File: config.mk
export PLATFORM = sky130hd
export DESIGN_NAME = systolic_feeder_2x2
export DESIGN_NICKNAME = d
export VERILOG_FILES = /design/src/rtl/sys_feed_pkg.sv /design/src/rtl/sys_feed_skew.sv /design/src/rtl/systolic_feeder_2x2.sv
export SDC_FILE = /design/constraint.sdc
export NUM_CORES = 1
export LEC_CHECK = 0
export ABC_AREA = 1
export CORE_ASPECT_RATIO = 2
export CORE_MARGIN = 8
export CORE_UTILIZATION = 51
export DETAILED_ROUTE_END_ITERATION = 8
export PLACE_DENSITY_LB_ADDON = 0.08
export RECOVER_POWER = 50
export SKIP_CTS_REPAIR_TIMING = 1
export SYNTH_ARGS = -nofsm -noshare
export SYNTH_HDL_FRONTEND = slang
export SYNTH_SLANG_ARGS = --single-unit
File: constraint.sdc
create_clock -name clk -period 2.3 [get_ports clk]
set_input_delay 0.46 -clock clk [delete_from_list [all_inputs] [get_ports clk]]
set_output_delay 0.46 -clock clk [all_outputs]
set_load 0.01 [all_outputs]
File: src/rtl/sys_feed_pkg.sv
// Shared types and constants for the 2x2 systolic operand feeder.
package sys_feed_pkg;

    typedef enum logic [1:0] {
        IDLE      = 2'd0,
        FEED      = 2'd1,
        FLUSH     = 2'd2,
        WAIT_DONE = 2'd3
    } feed_state_t;

    localparam int FEED_BEATS  = 3;
    localparam int FLUSH_BEATS = 2;
    localparam int DATA_W_DEF  = 32;

    localparam logic [1:0] FEED_LAST  = 2'(FEED_BEATS - 1);
    localparam logic [1:0] FLUSH_LAST = 2'(FLUSH_BEATS - 1);

endpackage

File: src/rtl/sys_feed_skew.sv
// Beat-index to array-input selector: applies the diagonal skew to a 2x2
// operand pair. Row r carries A[r][t-r], column c carries B[t-c][c].
module sys_feed_skew
    import sys_feed_pkg::*;
#(
    parameter int DATA_W = DATA_W_DEF
) (
    input  logic [1:0]        beat,
    input  logic [DATA_W-1:0] a00,
    input  logic [DATA_W-1:0] a01,
    input  logic [DATA_W-1:0] a10,
    input  logic [DATA_W-1:0] a11,
    input  logic [DATA_W-1:0] b00,
    input  logic [DATA_W-1:0] b01,
    input  logic [DATA_W-1:0] b10,
    input  logic [DATA_W-1:0] b11,
    output logic [DATA_W-1:0] row0,
    output logic [DATA_W-1:0] row1,
    output logic [DATA_W-1:0] col0,
    output logic [DATA_W-1:0] col1
);

    // Select the four skewed elements for the current beat; beat 3 is empty.
    always_comb begin
        row0 = '0;
        row1 = '0;
        col0 = '0;
        col1 = '0;
        case (beat)
            2'd0: begin
                row0 = a00;
                col0 = b00;
            end
            2'd1: begin
                row0 = a01;
                row1 = a10;
                col0 = b10;
                col1 = b01;
            end
            2'd2: begin
                row1 = a11;
                col1 = b11;
            end
            default: ;
        endcase
    end

endmodule

File: src/rtl/systolic_feeder_2x2.sv
// Transmit side of the 2x2 systolic multiply: accepts one A/B operand pair,
// streams it skewed into the array, then waits for the array's done pulse.
// Optional build macro SYS_FEED_TIMEOUT_EN adds a WAIT_DONE dwell limit of
// TIMEOUT_CYCLES; without it the timeout output is held at 0.
//
// state     | meaning
// ----------+------------------------------------------------------------
// IDLE      | ready for an operand pair (in_ready high once out of reset)
// FEED      | three skewed operand beats, load_in high
// FLUSH     | two zero beats to drain the array, load_in high
// WAIT_DONE | waiting for arr_done (or dwell limit when enabled)
module systolic_feeder_2x2
    import sys_feed_pkg::*;
#(
    parameter int DATA_W         = DATA_W_DEF,
    parameter int TIMEOUT_CYCLES = 64
) (
    input  logic              clk,
    input  logic              rst,
    input  logic              in_valid,
    output logic              in_ready,
    input  logic [DATA_W-1:0] a00,
    input  logic [DATA_W-1:0] a01,
    input  logic [DATA_W-1:0] a10,
    input  logic [DATA_W-1:0] a11,
    input  logic [DATA_W-1:0] b00,
    input  logic [DATA_W-1:0] b01,
    input  logic [DATA_W-1:0] b10,
    input  logic [DATA_W-1:0] b11,
    output logic [DATA_W-1:0] row_in_row0,
    output logic [DATA_W-1:0] row_in_row1,
    output logic [DATA_W-1:0] col_in_col0,
    output logic [DATA_W-1:0] col_in_col1,
    output logic              load_in,
    input  logic              arr_done,
    output logic              busy,
    output logic              feed_done,
    output logic              timeout
);

    feed_state_t state_q, state_n;
    logic [1:0]  beat_q, beat_n;
    logic        feed_done_n, timeout_n;
    logic        accept;

    logic [DATA_W-1:0] a00_q, a01_q, a10_q, a11_q;
    logic [DATA_W-1:0] b00_q, b01_q, b10_q, b11_q;
    logic [DATA_W-1:0] s_a00, s_a01, s_a10, s_a11;
    logic [DATA_W-1:0] s_b00, s_b01, s_b10, s_b11;
    logic [DATA_W-1:0] sk_row0, sk_row1, sk_col0, sk_col1;

    assign accept = in_valid && in_ready;

`ifdef SYS_FEED_TIMEOUT_EN
    localparam int TMO_W = $clog2(TIMEOUT_CYCLES) + 1;
    localparam logic [TMO_W-1:0] TMO_LAST = TMO_W'(TIMEOUT_CYCLES - 1);
    logic [TMO_W-1:0] tmo_q;

    // Dwell counter: zero outside WAIT_DONE, counts cycles without arr_done.
    always_ff @(posedge clk) begin
        if (!rst)
            tmo_q <= '0;
        else if (state_q != WAIT_DONE)
            tmo_q <= '0;
        else if (!arr_done)
            tmo_q <= tmo_q + 1'b1;
    end
`else
    logic unused_timeout_cfg;
    assign unused_timeout_cfg = ^TIMEOUT_CYCLES;
`endif

    // State and beat counter register.
    always_ff @(posedge clk) begin
        if (!rst) begin
            state_q <= IDLE;
            beat_q  <= '0;
        end else begin
            state_q <= state_n;
            beat_q  <= beat_n;
        end
    end

    // Next-state, beat sequencing and completion pulses.
    always_comb begin
        state_n     = state_q;
        beat_n      = beat_q;
        feed_done_n = 1'b0;
        timeout_n   = 1'b0;
        case (state_q)
            IDLE: begin
                if (accept) begin
                    state_n = FEED;
                    beat_n  = '0;
                end
            end
            FEED: begin
                if (beat_q == FEED_LAST) begin
                    state_n = FLUSH;
                    beat_n  = '0;
                end else begin
                    beat_n = beat_q + 2'd1;
                end
            end
            FLUSH: begin
                if (beat_q == FLUSH_LAST) begin
                    state_n = WAIT_DONE;
                    beat_n  = '0;
                end else begin
                    beat_n = beat_q + 2'd1;
                end
            end
            WAIT_DONE: begin
                if (arr_done) begin
                    state_n     = IDLE;
                    feed_done_n = 1'b1;
                end
`ifdef SYS_FEED_TIMEOUT_EN
                else if (tmo_q == TMO_LAST) begin
                    state_n   = IDLE;
                    timeout_n = 1'b1;
                end
`endif
            end
            default: state_n = IDLE;
        endcase
    end

    // Operand capture on handshake; cleared by reset.
    always_ff @(posedge clk) begin
        if (!rst) begin
            {a00_q, a01_q, a10_q, a11_q} <= '0;
            {b00_q, b01_q, b10_q, b11_q} <= '0;
        end else if (accept) begin
            {a00_q, a01_q, a10_q, a11_q} <= {a00, a01, a10, a11};
            {b00_q, b01_q, b10_q, b11_q} <= {b00, b01, b10, b11};
        end
    end

    // The first beat is registered on the accept edge, before the capture
    // registers hold the new pair, so it is taken straight from the ports.
    always_comb begin
        if (state_q == IDLE) begin
            {s_a00, s_a01, s_a10, s_a11} = {a00, a01, a10, a11};
            {s_b00, s_b01, s_b10, s_b11} = {b00, b01, b10, b11};
        end else begin
            {s_a00, s_a01, s_a10, s_a11} = {a00_q, a01_q, a10_q, a11_q};
            {s_b00, s_b01, s_b10, s_b11} = {b00_q, b01_q, b10_q, b11_q};
        end
    end

    sys_feed_skew #(.DATA_W(DATA_W)) u_skew (
        .beat (beat_n),
        .a00  (s_a00),
        .a01  (s_a01),
        .a10  (s_a10),
        .a11  (s_a11),
        .b00  (s_b00),
        .b01  (s_b01),
        .b10  (s_b10),
        .b11  (s_b11),
        .row0 (sk_row0),
        .row1 (sk_row1),
        .col0 (sk_col0),
        .col1 (sk_col1)
    );

    // Registered outputs derived from the upcoming state.
    always_ff @(posedge clk) begin
        if (!rst) begin
            row_in_row0 <= '0;
            row_in_row1 <= '0;
            col_in_col0 <= '0;
            col_in_col1 <= '0;
            load_in     <= 1'b0;
            busy        <= 1'b0;
            in_ready    <= 1'b0;
            feed_done   <= 1'b0;
            timeout     <= 1'b0;
        end else begin
            row_in_row0 <= (state_n == FEED) ? sk_row0 : '0;
            row_in_row1 <= (state_n == FEED) ? sk_row1 : '0;
            col_in_col0 <= (state_n == FEED) ? sk_col0 : '0;
            col_in_col1 <= (state_n == FEED) ? sk_col1 : '0;
            load_in     <= (state_n == FEED) || (state_n == FLUSH);
            busy        <= (state_n != IDLE);
            in_ready    <= (state_n == IDLE);
            feed_done   <= feed_done_n;
            timeout     <= timeout_n;
        end
    end

endmodule

==> impl_metrics.tcl <==
set metrics [dict create \
    grt_pass1_vias 15600 \
    ys_ff_latch 392 \
    hpwl_mm 34.2 \
    fin_cells 3310 \
    clock.fmax_mhz 491 \
    grt_max_degree 186 \
    yosysSeqAreaShare 0.451 \
    status "finished with violations" \
    multi_input_area_sq_um 6700 \
    fin_crit_sh 0.885 \
    ant_nets 0 \
    holdPathStages 3 \
    rr_worst_depth 10 \
    netlist_area_sq_um 17400 \
    fin_total_pwr_w 0.0164 \
    gp_congestion 0.836 \
    cts_root_buf "clkbuf_16" \
    relSlewSlack 0.0122 \
    synth_top_cell_area_share 0.451 \
    synth_cells 2550 \
    register_area_sq_um 7850 \
    nets 3105 \
    io_buffers 391 \
    postLayoutCellArea_sq_um 22700 \
    finalMaxSlewViolations 0 \
    synthSimpleGateAreaFrac 0.192 \
    path_max_fanout 185 \
    synthXorXnorAreaFrac 0 \
    cts_max_level 2 \
    overflow 0 \
    fin_util 0.667 \
    synthAdderAreaFrac 0.00431 \
    synthMuxAreaShare 0 \
    tritoncts "done" \
    start_util 0.512 \
    area_delta_synth_final_pct 30.2 \
    arrival_ps 2480 \
    clock-sinks 392 \
    dp.cells 3242 \
    violations "max-capacitance violations" \
    wl_met1_mm 20.7 \
    min_period_ps 2040 \
    clockBufferDepth 3 \
    syn-num-nets 2816 \
    tightest_slew_ps 1480 \
    nFillCells 3025 \
    die_width_microns 147 \
    yosysUniqueCellTypes 20 \
    critPathKind "primary input to flop" \
    power_density_nw_per_um2 723 \
    numCtsBuffers 36 \
    hold_viol 0 \
    clkTransAtPathRegs_ps 60 \
    placed_area_sq_um 21600 \
    coreArea_sq_um 34000 \
    rows 96 \
    clk_latency_ps 520 \
    num_vias 16500 \
    synth_compound_area_frac 0.186 \
    finalSetupViolations 0 \
    p_leak_nw 9.99 \
    endpoint_kind "flop" \
    wl_met2_mm 24.6 \
    worstPathCellList "clkdlybuf4s50_1 -> nand2_8 -> clkbuf_2 -> buf_12 -> o21ai_0 -> a21oi_1" \
    rsz0062_at_grt "no" \
    drc 0 \
    grt_usage 0.244 \
    highest_layer "met5" \
    io_pins 393 \
    critPathLaunchType "primary input" \
    hold_class "primary input to flop" \
    max_cap_violations 1 \
    slowest_stage "clkdlybuf4s50_1" \
    synth.avg_cell_area_sq_um 6.83 \
    wl_per_cell_microns 15.5 \
    pre_cts_ws_ps -143 \
    clock_skew_ps 11.7 \
    cp.required_ps 2740 \
    yosysWarnings 0 \
    synth_top_family_by_area "simple AND/OR/NAND/NOR gates" \
    die_h_microns 277 \
    ir_worst_vdd_mv 0.605 \
    antenna_found_initial 12 \
    drt_pass1_iterations 5 \
    yosysTopAreaCell "dfxtp_1" \
    worst_slack_ps 263 \
    fp.dieArea_sq_um 40700 \
    wl_met3_mm 3.88 \
    drive_gt1_frac 0.0346 \
    drt-initial-drc-count 1117 \
    wl_mm 51.2 \
    synth.area.top_cells "dfxtp_1 (45%), nand2_1 (11%), inv_1 (11%)" \
    critPathMaxStageDelay_ps 540 \
    grt_pass1_wl_mm 81.6 \
    viasPerCell 4.98 \
]
==> critical path, delay by kind of cell <==
family,cells,cell delay (ps)
AO/OA/AOI/OAI,2,390
buffers and inverters,3,1370
AND/OR/NAND/NOR,1,120
==> placed cells by master (no fill, tap or decap), types with 2 or more instances in the layout <==
master,synthesis,routed
a21oi_1,386,386
buf_12,0,21
buf_4,6,16
clkbuf_1,88,13
clkbuf_16,0,37
clkbuf_2,2,3
clkbuf_4,0,2
clkbuf_8,0,6
clkdlybuf4s50_1,0,326
clkinv_2,0,2
dfxtp_1,392,392
diode_2,0,9
dlygate4sd3_1,0,64
ha_1,6,2
ha_2,0,4
inv_1,520,521
nand2_1,530,529
nand2_2,3,2
nand2_8,0,2
nand3_1,258,258
nor2_1,10,10
o21ai_0,257,257
==> per-stage QoR <==
step                TNS [ps]  hold WS [ps]
finish                     0           324
global route               0           323
CTS                        0           307
detailed placement    -12660           441
global placement       -8610           437
floorplan                  0           429
==> report_power, final <==
group	internal, W	switching, W	leakage, nW
registers	0.00728	0.000135	3.21
clock network	0.00326	0.00254	0.536
logic	0.00134	0.00183	6.25
==> worst paths after layout <==
check / slack, ps / startpoint / end
max: 260 / in_valid / a01_q[23]
min reg2reg: 450 / a11_q[6] / a11_q[6]
min: 320 / rst / a01_q[1]
max reg2reg: 270 / state_q[0] / row_in_row1[26]
==> kinds of logic after synthesis <==
logic type | count (synthesis)
adder cells (fa/ha/maj) | 6
flip-flops | 392
AO/OA/AOI/OAI | 645
AND/OR/NAND/NOR | 802
buffers and inverters | 704
other | 1
==> layer usage <==
metal	GRT usage	up-vias
li1	-	8494
met5	0	-
met1	0.287	7412
met3	0.0654	103
met4	0.112	4
met2	0.404	455
==> synth_stat cells, drive strengths merged <==
library cell / n
nor2: 11
buf: 92
a31oi: 1
dfxtp: 392
o21ai: 257
o21bai: 1
conb: 1
clkbuf: 90
nand3: 258
ha: 6
nand2: 533
a21oi: 386
inv: 522
==> layout make-up <==
cell class,instances,share of cell area
Sequential cell,392,0.346
Multi-Input combinational cell,1454,0.296
Timing Repair Buffer,433,0.198
Inverter,522,0.0865
Clock buffer,56,0.0467
Tap cell,441,0.0243
Clock inverter,3,0.00177
Antenna cell,9,0.000994
(Power assumes the default switching activity.)
